<file path="src/rtl/cpu_pkg.sv">
// Shared types and constants for the instruction-fetch front end.
package cpu_pkg;

    localparam int unsigned ADDR_W_DEF = 16;
    localparam int unsigned DATA_W_DEF = 32;
    localparam int unsigned NOP_INSTR  = 0;

    typedef enum logic [1:0] {
        StReq  = 2'd0,
        StHold = 2'd1,
        StDrop = 2'd2
    } fetch_state_e;

endpackage

</file>
<file path="src/rtl/fetch_skid.sv">
// One-entry instruction/pc buffer that parks a fetch response while decode is stalled.
module fetch_skid #(
    parameter int unsigned ADDR_W = 16,
    parameter int unsigned DATA_W = 32
) (
    input  logic              i_clk,
    input  logic              i_rst,
    input  logic              i_load,
    input  logic              i_clear,
    input  logic [DATA_W-1:0] i_instr,
    input  logic [ADDR_W-1:0] i_pc,
    output logic              o_valid,
    output logic [DATA_W-1:0] o_instr,
    output logic [ADDR_W-1:0] o_pc
);

    logic              r_valid;
    logic [DATA_W-1:0] r_instr;
    logic [ADDR_W-1:0] r_pc;

    // Clear wins over load; both are never requested together by the fetch FSM.
    always_ff @(posedge i_clk) begin
        if (i_rst || i_clear) begin
            r_valid <= 1'b0;
            r_instr <= '0;
            r_pc    <= '0;
        end else if (i_load) begin
            r_valid <= 1'b1;
            r_instr <= i_instr;
            r_pc    <= i_pc;
        end
    end

    assign o_valid = r_valid;
    assign o_instr = r_instr;
    assign o_pc    = r_pc;

endmodule

</file>
<file path="src/rtl/fetch_stage.sv">
// Instruction-fetch stage: single-outstanding imem reads, redirect on flush, skid on stall,
// and the IF_ID pipeline register.
module fetch_stage
    import cpu_pkg::*;
#(
    parameter int unsigned       ADDR_W   = ADDR_W_DEF,
    parameter int unsigned       DATA_W   = DATA_W_DEF,
    parameter logic [ADDR_W-1:0] RESET_PC = '0
) (
    input  logic              clk,
    input  logic              rst,
    input  logic              stall_PC_ID,
    input  logic              flush_ID,
    input  logic [ADDR_W-1:0] new_pc,
    output logic              imem_req,
    output logic [ADDR_W-1:0] imem_addr,
    input  logic              imem_valid,
    input  logic [DATA_W-1:0] imem_rdata,
    output logic              IF_ID_valid,
    output logic [DATA_W-1:0] IF_ID_instr,
    output logic [ADDR_W-1:0] IF_ID_pc
);

    fetch_state_e      r_state, w_state_next;
    logic [ADDR_W-1:0] r_fetch_pc, w_fetch_pc_next;
    logic [ADDR_W-1:0] r_drop_addr, w_drop_addr_next;
    logic              r_if_valid, w_if_valid_next;
    logic [DATA_W-1:0] r_if_instr, w_if_instr_next;
    logic [ADDR_W-1:0] r_if_pc, w_if_pc_next;

    logic              w_skid_load, w_skid_clear, w_skid_valid;
    logic [DATA_W-1:0] w_skid_instr;
    logic [ADDR_W-1:0] w_skid_pc;
    logic              w_load_mem, w_load_skid;

    fetch_skid #(
        .ADDR_W (ADDR_W),
        .DATA_W (DATA_W)
    ) u_skid (
        .i_clk   (clk),
        .i_rst   (rst),
        .i_load  (w_skid_load),
        .i_clear (w_skid_clear),
        .i_instr (imem_rdata),
        .i_pc    (r_fetch_pc),
        .o_valid (w_skid_valid),
        .o_instr (w_skid_instr),
        .o_pc    (w_skid_pc)
    );

    always_comb begin
        w_state_next     = r_state;
        w_fetch_pc_next  = r_fetch_pc;
        w_drop_addr_next = r_drop_addr;
        w_skid_load      = 1'b0;
        w_skid_clear     = 1'b0;
        w_load_mem       = 1'b0;
        w_load_skid      = 1'b0;

        unique case (r_state)
            StReq: begin
                if (flush_ID) begin
                    w_fetch_pc_next = new_pc;
                    // Without a response in hand the old request is still in flight.
                    if (!imem_valid) begin
                        w_drop_addr_next = r_fetch_pc;
                        w_state_next     = StDrop;
                    end
                end else if (imem_valid) begin
                    w_fetch_pc_next = r_fetch_pc + ADDR_W'(1);
                    if (stall_PC_ID) begin
                        w_skid_load  = 1'b1;
                        w_state_next = StHold;
                    end else begin
                        w_load_mem = 1'b1;
                    end
                end
            end
            StHold: begin
                if (flush_ID) begin
                    w_skid_clear    = 1'b1;
                    w_fetch_pc_next = new_pc;
                    w_state_next    = StReq;
                end else if (!stall_PC_ID && w_skid_valid) begin
                    w_load_skid  = 1'b1;
                    w_skid_clear = 1'b1;
                    w_state_next = StReq;
                end
            end
            StDrop: begin
                if (flush_ID) begin
                    w_fetch_pc_next = new_pc;
                end
                if (imem_valid) begin
                    w_state_next = StReq;
                end
            end
            default: w_state_next = StReq;
        endcase

        w_if_valid_next = r_if_valid;
        w_if_instr_next = r_if_instr;
        w_if_pc_next    = r_if_pc;
        if (flush_ID) begin
            w_if_valid_next = 1'b0;
            w_if_instr_next = DATA_W'(NOP_INSTR);
        end else if (stall_PC_ID) begin
            w_if_valid_next = r_if_valid;
        end else if (w_load_mem) begin
            w_if_valid_next = 1'b1;
            w_if_instr_next = imem_rdata;
            w_if_pc_next    = r_fetch_pc;
        end else if (w_load_skid) begin
            w_if_valid_next = 1'b1;
            w_if_instr_next = w_skid_instr;
            w_if_pc_next    = w_skid_pc;
        end else begin
            w_if_valid_next = 1'b0;
            w_if_instr_next = DATA_W'(NOP_INSTR);
        end
    end

    always_ff @(posedge clk) begin
        if (rst) begin
            r_state     <= StReq;
            r_fetch_pc  <= RESET_PC;
            r_drop_addr <= '0;
            r_if_valid  <= 1'b0;
            r_if_instr  <= DATA_W'(NOP_INSTR);
            r_if_pc     <= RESET_PC;
        end else begin
            r_state     <= w_state_next;
            r_fetch_pc  <= w_fetch_pc_next;
            r_drop_addr <= w_drop_addr_next;
            r_if_valid  <= w_if_valid_next;
            r_if_instr  <= w_if_instr_next;
            r_if_pc     <= w_if_pc_next;
        end
    end

    assign imem_req    = !rst && (r_state != StHold);
    assign imem_addr   = (r_state == StDrop) ? r_drop_addr : r_fetch_pc;
    assign IF_ID_valid = r_if_valid;
    assign IF_ID_instr = r_if_instr;
    assign IF_ID_pc    = r_if_pc;

endmodule

</file>
<file path="config.mk">
export PLATFORM = sky130hd
export DESIGN_NAME = fetch_stage
export DESIGN_NICKNAME = d
export VERILOG_FILES = /design/src/rtl/cpu_pkg.sv /design/src/rtl/fetch_skid.sv /design/src/rtl/fetch_stage.sv
export SDC_FILE = /design/constraint.sdc
export NUM_CORES = 1
export LEC_CHECK = 0
export ABC_AREA = 1
export CELL_PAD_IN_SITES_DETAIL_PLACEMENT = 0
export CELL_PAD_IN_SITES_GLOBAL_PLACEMENT = 2
export CORE_MARGIN = 3
export CORE_UTILIZATION = 28
export CTS_CLUSTER_DIAMETER = 30
export CTS_CLUSTER_SIZE = 10
export DETAILED_ROUTE_END_ITERATION = 10
export PLACE_DENSITY_LB_ADDON = 0.1
export REMOVE_ABC_BUFFERS = 1
export SKIP_CTS_REPAIR_TIMING = 1
export SLEW_MARGIN = 20
export SYNTH_ARGS = -nofsm -noshare
export SYNTH_HDL_FRONTEND = slang
export SYNTH_SLANG_ARGS = --single-unit
</file>
<file path="constraint.sdc">
create_clock -name clk -period 2.4 [get_ports clk]
set_clock_uncertainty 0.1 [all_clocks]
set_input_delay 0.24 -clock clk [delete_from_list [all_inputs] [get_ports clk]]
set_output_delay 0.24 -clock clk [all_outputs]
set_load 0.02 [all_outputs]
</file>
## After elaboration in Yosys (flattened, before gate mapping)

Cells that the tools add are included.

- Bits in registers: 132
- Input port bits: 53
- Output and inout bits: 66
- Word-level logic and storage cells: 68

- $add $sub $neg: 1
- Equality and inequality tests: 9
- Multiplexer cells: 32
- Bitwise gates (word level): 3
- Reductions and logical operators: 14

Operator list:

| operator | number |
|---|---|
| two-way mux 16 bit | 6 |
| two-way mux 32 bit | 2 |
| one-hot mux 16 bit (2 select lines) | 1 |
| adder 16 x 1 -> 16 bit, second input constant | 1 |
| two-way mux 1 bit | 15 |
| two-way mux 2 bit | 7 |
| inequality test 3 bit, second input constant | 4 |
| AND reduction 3 bit | 3 |
| one-hot mux 2 bit (3 select lines) | 1 |
| AND reduction 5 bit | 1 |
| inequality test 2 x 1 -> 1 bit, second input constant | 2 |
| nonzero test 2 bit | 2 |
| OR reduction 2 bit | 2 |
| NOT 1 bit | 3 |
| equality test 2 x 1 -> 1 bit, second input constant | 1 |
| equality test 2 bit, second input constant | 1 |
| logical AND 1 bit | 2 |
| zero test 1 bit | 2 |
| zero test 2 bit | 1 |
| inequality test 2 bit, second input constant | 1 |
| logical OR 1 bit | 1 |

## Depth between registers and ports, before layout

- Word-level depth: 7
- Mapped depth: 11

## Cells and area by module

A second synthesis with hierarchy kept.

- Cell total of the unflattened synthesis: 934
- Area, all modules: 6,203.4 um2

By module, submodules not included:

| module | times used | cells an instance | area each (um2) | seq. area each (um2) |
|---|---|---|---|---|
| fetch_stage | 1 | 627 | 4,185.3 | 1,661.6 |
| fetch_skid | 1 | 307 | 2,018.2 | 980.9 |

## Worst setup path after synthesis

OpenSTA, ideal clock, no wires.

- Path kind: register -> register
- From: reg r_state[0]
- To: reg r_fetch_pc[4]
- Arrival time: 1.566 ns
- Slack: 0.664 ns
- Stages on the path, launching flop included: 9
- Buffers on the path: 1
- Period minus slack after synthesis: 1.736 ns
- Cell sequence: dfxtp_1 -> inv_1 -> ha_1 -> nor2_2 -> inv_1 -> buf_2 -> o21ai_0 -> nand2_1 -> a21oi_1

- Longest elaborated chain between the ends: 4
- Elaborated cells between the ends (all ways): 9
- Classes of those cells: 4 x eq/ne; 1 x mux; 4 x reduce/logical

RTL lines:

| item | line | RTL |
|---|---|---|
| start, declared | fetch_stage.sv:24 | `fetch_state_e r_state, w_state_next;` |
| start signal, assigned | fetch_stage.sv:125 | `r_state <= StReq;` |
| start signal, assigned | fetch_stage.sv:132 | `r_state <= w_state_next;` |
| equality test 2 bit / equality test 2 x 1 -> 1 bit (equally long branches) | fetch_stage.sv:60 | `unique case (r_state)` |
| OR reduction 2 bit (no line) | - |  |
| inequality test 2 x 1 -> 1 bit (no line) / nonzero test 2 bit (equally long branches) | - |  |
| AND reduction 3 bit (no line) | - |  |
| end signal, assigned | fetch_stage.sv:133 | `r_fetch_pc <= w_fetch_pc_next;` |
| end, declared | fetch_stage.sv:25 | `logic [ADDR_W-1:0] r_fetch_pc, w_fetch_pc_next;` |

Several ways; a longest one is shown, not always the timed one.
A chain may end at the register's enable or synchronous reset.

## Worst setup path in the final report

- From: reg r_state[1]
- To: out imem_req

- Longest elaborated chain between the ends: 2

RTL lines:

| item | line | RTL |
|---|---|---|
| inequality test 2 x 1 -> 1 bit | fetch_stage.sv:141 | `assign imem_req = !rst && (r_state != StHold);` |
| logical AND 1 bit | fetch_stage.sv:141 |  |
| end, declared | fetch_stage.sv:15 | `output logic imem_req,` |

No other way between the ends.

==> run_results.csv <==
group,metric,value,unit
worst_hold_path,min_path_type,"input port to flop",
route,vias,5607,
timing,fin_crit_sh,90.5,%
synth,synthTopCellsByArea,"dfxtp_1 46%, o21ai_0 12%, a21oi_1 10%",
route,via_per_inst,4.78,
final_layout,final_core_util,39.7,%
critical_path,cp_num_buf_inv,2,
synth,synth_top_area_cell,"dfxtp_1",
pwr,p_leak,3.08,nW
global_routing,grt_pass1_vias,5319,
pwr,total_power,6.81,mW
pwr,vdd_drop_max,0.000452,V
timing,relSlewSlack,70.1,%
critical_path,cp.required,2060,ps
critical_path,r2r_slack,460,ps
pwr,powerDensity,870,nW/um^2
clock_network,numCtsBuffers,17,
route,drtAntennaViolNets,0,
global_routing,grt_overflow_total,0,
critical_path,crit_path_end,"imem_req",
timing,fin_crit,2170,ps
clock_network,clk_pin_slew_worst_paths,60,ps
final_layout,drive_gt1_share,7.27,%
clock_network,clock_sinks,132,
timing,fmax,460,MHz
floorplan,die_h,149,um
synth,async_flop_share,0,%
synth,synth.distinct_cells,24,
synth,synthFlopType,"dfxtp_1",
clock_network,insertion_delay,420,ps
timing,hold_viol,0,
critical_path,crit_start,"r_state[1]$_SDFFE_PP0P_",
critical_path,worst_ep_arrival_time,1830,ps
synth,netlist.area_leader.share,46.4,%
final_layout,antennaDiodeCount,0,
clock_network,cts_tree,"done",
placed_design,io_buffer_count,118,
synth,ys_warn_count,0,
critical_path,worstReg2RegEnd,"r_fetch_pc[6]$_SDFFE_PP0P_",
global_routing,grt_max_degree,65,
critical_path,cp.depth,4,
critical_path,critPathCaptureType,"primary output",
synth,syn_inst,788,
floorplan,ios,119,
timing,maxSlewViolCount,0,
critical_path,path_class,"flop to primary output",
synth,synth_top_family_by_area,"compound AO/OA/AOI/OAI gates",
synth,ys_seq_elements,132,
global_routing,track_usage,16.6,%
placed_design,gp_congestion,0.806,
final_layout,register_area,2640,sq um
placed_design,dpl.hpwl,12100,um
timing,fin_setup_tns,0,ps
critical_path,startpoint_type,"flop",
final_layout,syn2layout_area_growth,37.7,%
synth,synth-edff-count,0,
final_layout,fin_nets,952,
critical_path,path_delay_family,"buffers and inverters",
synth,synth_xor_area_share,0,%
critical_path,cpMaxStageDelayCell,"clkdlybuf4s50_1",
floorplan,die_x,149,um
timing,worst_pin_slew,447,ps
timing,hold_slack,139,ps
critical_path,crit_path_max_incr_delay,640,ps
clock_network,cts-root-buf,"clkbuf_16",
run_status,status,"finished clean",
synth,synthMuxAreaShare,0,%
job,maxCapViolations,0,
placed_design,dp.cells,1141,
clock_network,clock_path_buffers,2,
critical_path,r2r-start,"r_state[0]$_SDFFE_PP0P_",
timing,rsz0062_at_grt,"false",
global_routing,antenna_found_initial,0,
synth,synthAdderAreaFrac,0.880,%
critical_path,worst_r2r_path_depth,9,
route,routedWlPerCell,15.4,um
synth,synth_compound_area_share,27.9,%
floorplan,rows,51,
route,drtIter0Drc,372,
route,post-route-drc-count,0,
floorplan,core_area,19700,sq um
synth,netlist_area,5690,sq um
floorplan,initial_utilization,28.9,%
final_layout,instances_no_fill,1173,
critical_path,critPathMaxFanout,3,
timing,setup_violations,0,
critical_path,crit_chain,"inv_1 > ha_1 > nor2_1 > clkdlybuf4s50_1",
clock_network,h-tree-depth,4,
route,drt_wl_total,18000,um
synth,synthSimpleGateAreaFrac,16.1,%
final_layout,n_fill_cell,2030,
floorplan,die_area,22100,sq um
synth,seq_area_frac_synth,46.4,%
global_routing,grt_pass1_wl,29000,um
final_layout,multi_input_area,2550,sq um
synth,avgSynthCellArea,7.22,sq um
route,dr.pass1.iters,6,
## worst min-delay path by stage
stage	to	cells past startpoint	from	slack, ps
4_1_cts	IF_ID_instr[23]$_SDFFE_PP0N_	3	stall_PC_ID	130
5_1_grt	IF_ID_instr[8]$_SDFFE_PP0N_	3	stall_PC_ID	170
2_1_floorplan	r_fetch_pc[10]$_SDFFE_PP0P_	1	rst	210
6_report	IF_ID_instr[23]$_SDFFE_PP0N_	3	stall_PC_ID	140
3_5_place_dp	u_skid.o_instr[5]$_SDFFE_PP0P_	2	u_skid.o_instr[5]$_SDFFE_PP0P_	340
3_3_place_gp	u_skid.o_instr[2]$_SDFFE_PP0P_	2	u_skid.o_instr[2]$_SDFFE_PP0P_	330
## power breakdown
group,internal [mW],switching (mW)
combinational,0.600,0.946
clock,1.66,0.995
sequential,2.44,0.169
total,4.70,2.11
## Yosys cell counts, types with 2 or more instances
library cell    n
nand2_2         2
ha_1            4
dfxtp_1       132
nand3_1        39
nand2_1       134
clkbuf_1       29
a21oi_1       114
buf_2          21
inv_1          66
a31oi_1        18
o21ai_1        38
nand4_1         4
o21ai_0       141
inv_2           4
nor2_1         32
buf_1           2
## layout make-up
type,count,area share [%]
Multi-Input combinational cell,533,32.6
Sequential cell,132,33.7
Timing Repair Buffer,141,18.4
Clock inverter,12,2.00
Inverter,70,3.35
Tap cell,265,4.23
Clock buffer,20,5.70
## cell usage in the layout (no fill, tap or decap), drive strengths merged, types with 8 or more instances in the layout
master           n
nor2            34
nand2          137
o21ai          179
buf             24
clkinv           8
nand3           39
inv             70
clkdlybuf4s50  101
a21oi          114
clkbuf          20
dlymetal6s2s    16
a31oi           18
dfxtp          132
## logic make-up (layout without fill, tap and decap cells)
| family | count (synthesis) | in the layout |
|---|---|---|
| AOI/OAI and AO/OA | 312 | 312 |
| and+or+nand+nor | 217 | 217 |
| DFF | 132 | 132 |
| buffers and inverters | 123 | 243 |
| adders and majority gates | 4 | 4 |
## state kept, by name, indices dropped and copies added (netlist names)
register	cells
r_fetch_pc	16
r_drop_addr	16
u_skid.o_pc	16
r_state	2
IF_ID_pc	16
IF_ID_valid	1
IF_ID_instr	32
u_skid.o_valid	1
u_skid.o_instr	32
## tightest hold or removal path, cell delays in order
cell     delay [ps]
buf_2           210
nand2_1          90
a21oi_1          50
## stage by stage
| stage | instance area, sq um | setup slack (ps) |
|---|---|---|
| 3_5_place_dp | 7190 | 358 |
| 6_report | 7830 | 228 |
| 2_1_floorplan | 5460 | -425 |
| 5_1_grt | 7830 | 66.0 |
| 4_1_cts | 7790 | -104 |
| 3_3_place_gp | 7190 | 344 |
## per-layer routing
layer  global-route usage [%]  wire length [um]  vias up
met5                        0                 0        -
met4                     5.54               233        0
met3                     3.20               825       13
met2                     27.2              8340      139
met1                     21.9              8620     2585
li1                         -                 -     2870
Note: power is estimated with default switching activity, not from simulation.
==> RTL edit: new RTL, same settings <==
`r_drop_addr` no longer has a reset.
--- a/src/rtl/fetch_stage.sv
+++ b/src/rtl/fetch_stage.sv
@@ -125,5 +125,4 @@
             r_state     <= StReq;
             r_fetch_pc  <= RESET_PC;
-            r_drop_addr <= '0;
             r_if_valid  <= 1'b0;
             r_if_instr  <= DATA_W'(NOP_INSTR);
@@ -132,9 +131,12 @@
             r_state     <= w_state_next;
             r_fetch_pc  <= w_fetch_pc_next;
-            r_drop_addr <= w_drop_addr_next;
             r_if_valid  <= w_if_valid_next;
             r_if_instr  <= w_if_instr_next;
             r_if_pc     <= w_if_pc_next;
         end
+    end
+
+    always_ff @(posedge clk) begin
+        r_drop_addr <= w_drop_addr_next;
     end
 
Behaviour: no difference found for any inputs over 4 cycles, from zero or initial values and one cycle with rst high; that may be too few to reach the edited logic, so the function may still have changed.
==> RTL edit against the original RTL <==
  * Sequential cell count stayed put
  * Global-route usage down 0.19 points
  * Cell area increased by 0.30%
  * Synthesized area grew 0.42%
  * Critical endpoint unchanged
  * First-iteration DRC count down 27%
  * Die area rose by 0.40%
  * Wire length is 0.90% lower
  * Non-clock buffer count is 1 higher
  * Final cell count fell by 2.9%
  * Power up 1.1%
  * Clock power decreased by 4%
  * Setup slack worse by 74 ps
  * Core utilization about the same
==> RTL edit: results (changes against the original RTL) <==
Static Leak: 3.03 nW (was 3.08 nW)
Clock Pin Slew Worst Setup and Hold Paths: 60 ps (about the same)
worst r2r path cells: 9 (unchanged)
vias in the first global route: 5228 (was 5319)
Top Layer Used: met4 (unchanged)
DR vias: 5371 (was 5607)
critical path data arrival time: 1910 ps (was 1830 ps)
Met3 Wirelength: 810 um (was 825 um)
routed length on met1: 8250 um (was 8620 um)
fin nets: 919 (was 952)
Synth top cells by count: o21ai_0 (129), nand2_1 (124), dfxtp_1 (116) (was o21ai_0 (141), nand2_1 (134), dfxtp_1 (132))
max_slew headroom: 0.624 (was 0.701)
first-pass GRT wire length: 28400 um (was 29000 um)
final worst path period need: 2250 ps (was 2170 ps)
share of cells above drive strength 1: 0.0858 (was 0.0727)
GPL Wtd Cong: 0.804 (was 0.806)
Iter 0 DRT Violations: 270 (was 372)
sequential area share after synthesis: 0.491 (was 0.464)
R2R Setup Slk: 390 ps (was 460 ps)
Wirelength per Cell: 15.7 um (was 15.4 um)
Final setup viols: 0 (unchanged)
Net Sw Power: 0.00219 W (was 0.00211 W)
first-pass iteration count of the detailed router: 5 (was 6)
Mapped Cells: 751 (was 788)
pre-CTS setup slack: 6.51 ps (was 358 ps)
placed insts: 1108 (was 1141)
Detailed Place HPWL: 11900 um (was 12100 um)
metal2 WL: 8560 um (was 8340 um)
top_reg_cell synth: dfxtp_1 (unchanged)
R2R Path End: r_fetch_pc[10]$_SDFFE_PP0P_ (was r_fetch_pc[6]$_SDFFE_PP0P_)
top cells by area, synth: dfxtp_1 (41%), o21ai_0 (11%), a21oi_1 (8.5%) (was dfxtp_1 (46%), o21ai_0 (12%), a21oi_1 (10%))
number of library cell types mapped by synthesis: 33 (was 24)
ANT cells: 0 (unchanged)
Post-synth EDFFs: 16 (was 0)
largest net degree at the start of global routing: 65 (unchanged)
critical path startpoint: r_state[1]$_SDFFE_PP0P_ (unchanged)
Total GRT Usage: 0.164 (was 0.166)
outcome: finished clean (unchanged)
worst r2r src: r_state[0]$_SDFFE_PP0P_ (unchanged)
aggregate routed wire length: 17900 um (was 18000 um)
peak supply drop: 507 uV (was 452 uV)
filler instances: 2051 (was 2030)
## RTL edit: through the flow
step                      cell area [sq um]   util  hold slack, ps
final                                  7860  0.397             299
after global routing                   7860  0.397             311
after CTS                              7820  0.395             279
after detailed placement               7240  0.366             336
after global placement                 7240  0.366             332
after floorplan                        5480      -             209
## RTL edit: metal layers
layer	up-vias	track usage
met5	-	0
met4	0	0.0535
met3	16	0.0331
met2	124	0.276
met1	2473	0.211
li1	2758	-
## RTL edit: area by class of cell
cell class	instances	area [sq um]	share of cell area
tap	265	332	0.0422
inverter	73	277	0.0352
multi-input combinational	496	2410	0.306
clock buffer	20	478	0.0608
clock inverter	11	98.8	0.0126
sequential	132	2800	0.357
timing repair buffer	142	1460	0.186
## RTL edit: how the worst min path moves through the flow
stage | from | endpoint | slack [ps] | cells past startpoint
detailed placement | u_skid.o_instr[20]$_SDFFE_PP0P_ | u_skid.o_instr[20]$_SDFFE_PP0P_ | 340 | 2
global placement | u_skid.o_instr[2]$_SDFFE_PP0P_ | u_skid.o_instr[2]$_SDFFE_PP0P_ | 330 | 2
CTS | new_pc[1] | r_fetch_pc[1]$_SDFFE_PP0P_ | 280 | 3
finish | new_pc[1] | r_fetch_pc[1]$_SDFFE_PP0P_ | 300 | 3
global route | new_pc[1] | r_fetch_pc[1]$_SDFFE_PP0P_ | 310 | 3
floorplan | rst | r_fetch_pc[11]$_SDFFE_PP0P_ | 210 | 1
## RTL edit: power by group through the flow
stage	Sequential [W]	Combinational (W)	Clock [W]
2_1_floorplan	0.00273	0.000875	0
3_3_place_gp	0.00273	0.00167	0
3_5_place_dp	0.00274	0.00168	0
4_1_cts	0.00269	0.00169	0.00263
5_1_grt	0.00273	0.00185	0.00271
6_report	0.00269	0.00165	0.00255
## RTL edit: logic make-up (layout without fill, tap and decap cells)
| group | Yosys count | in the layout | share of synthesized area |
|---|---|---|---|
| simple gates | 207 | 207 | 0.151 |
| flops | 132 | 132 | 0.491 |
| xor+xnor | 1 | 1 | 0.00153 |
| compound gates | 284 | 284 | 0.259 |
| fa+ha+maj | 4 | 4 | 0.00876 |
| buf+inv | 123 | 246 | 0.0891 |
## RTL edit: worst max-delay path: stages, from the launching register on
cell and delay [ps]:
dfxtp_1 340, inv_1 70, ha_1 220, nor2_1 210, clkdlybuf4s50_1 650
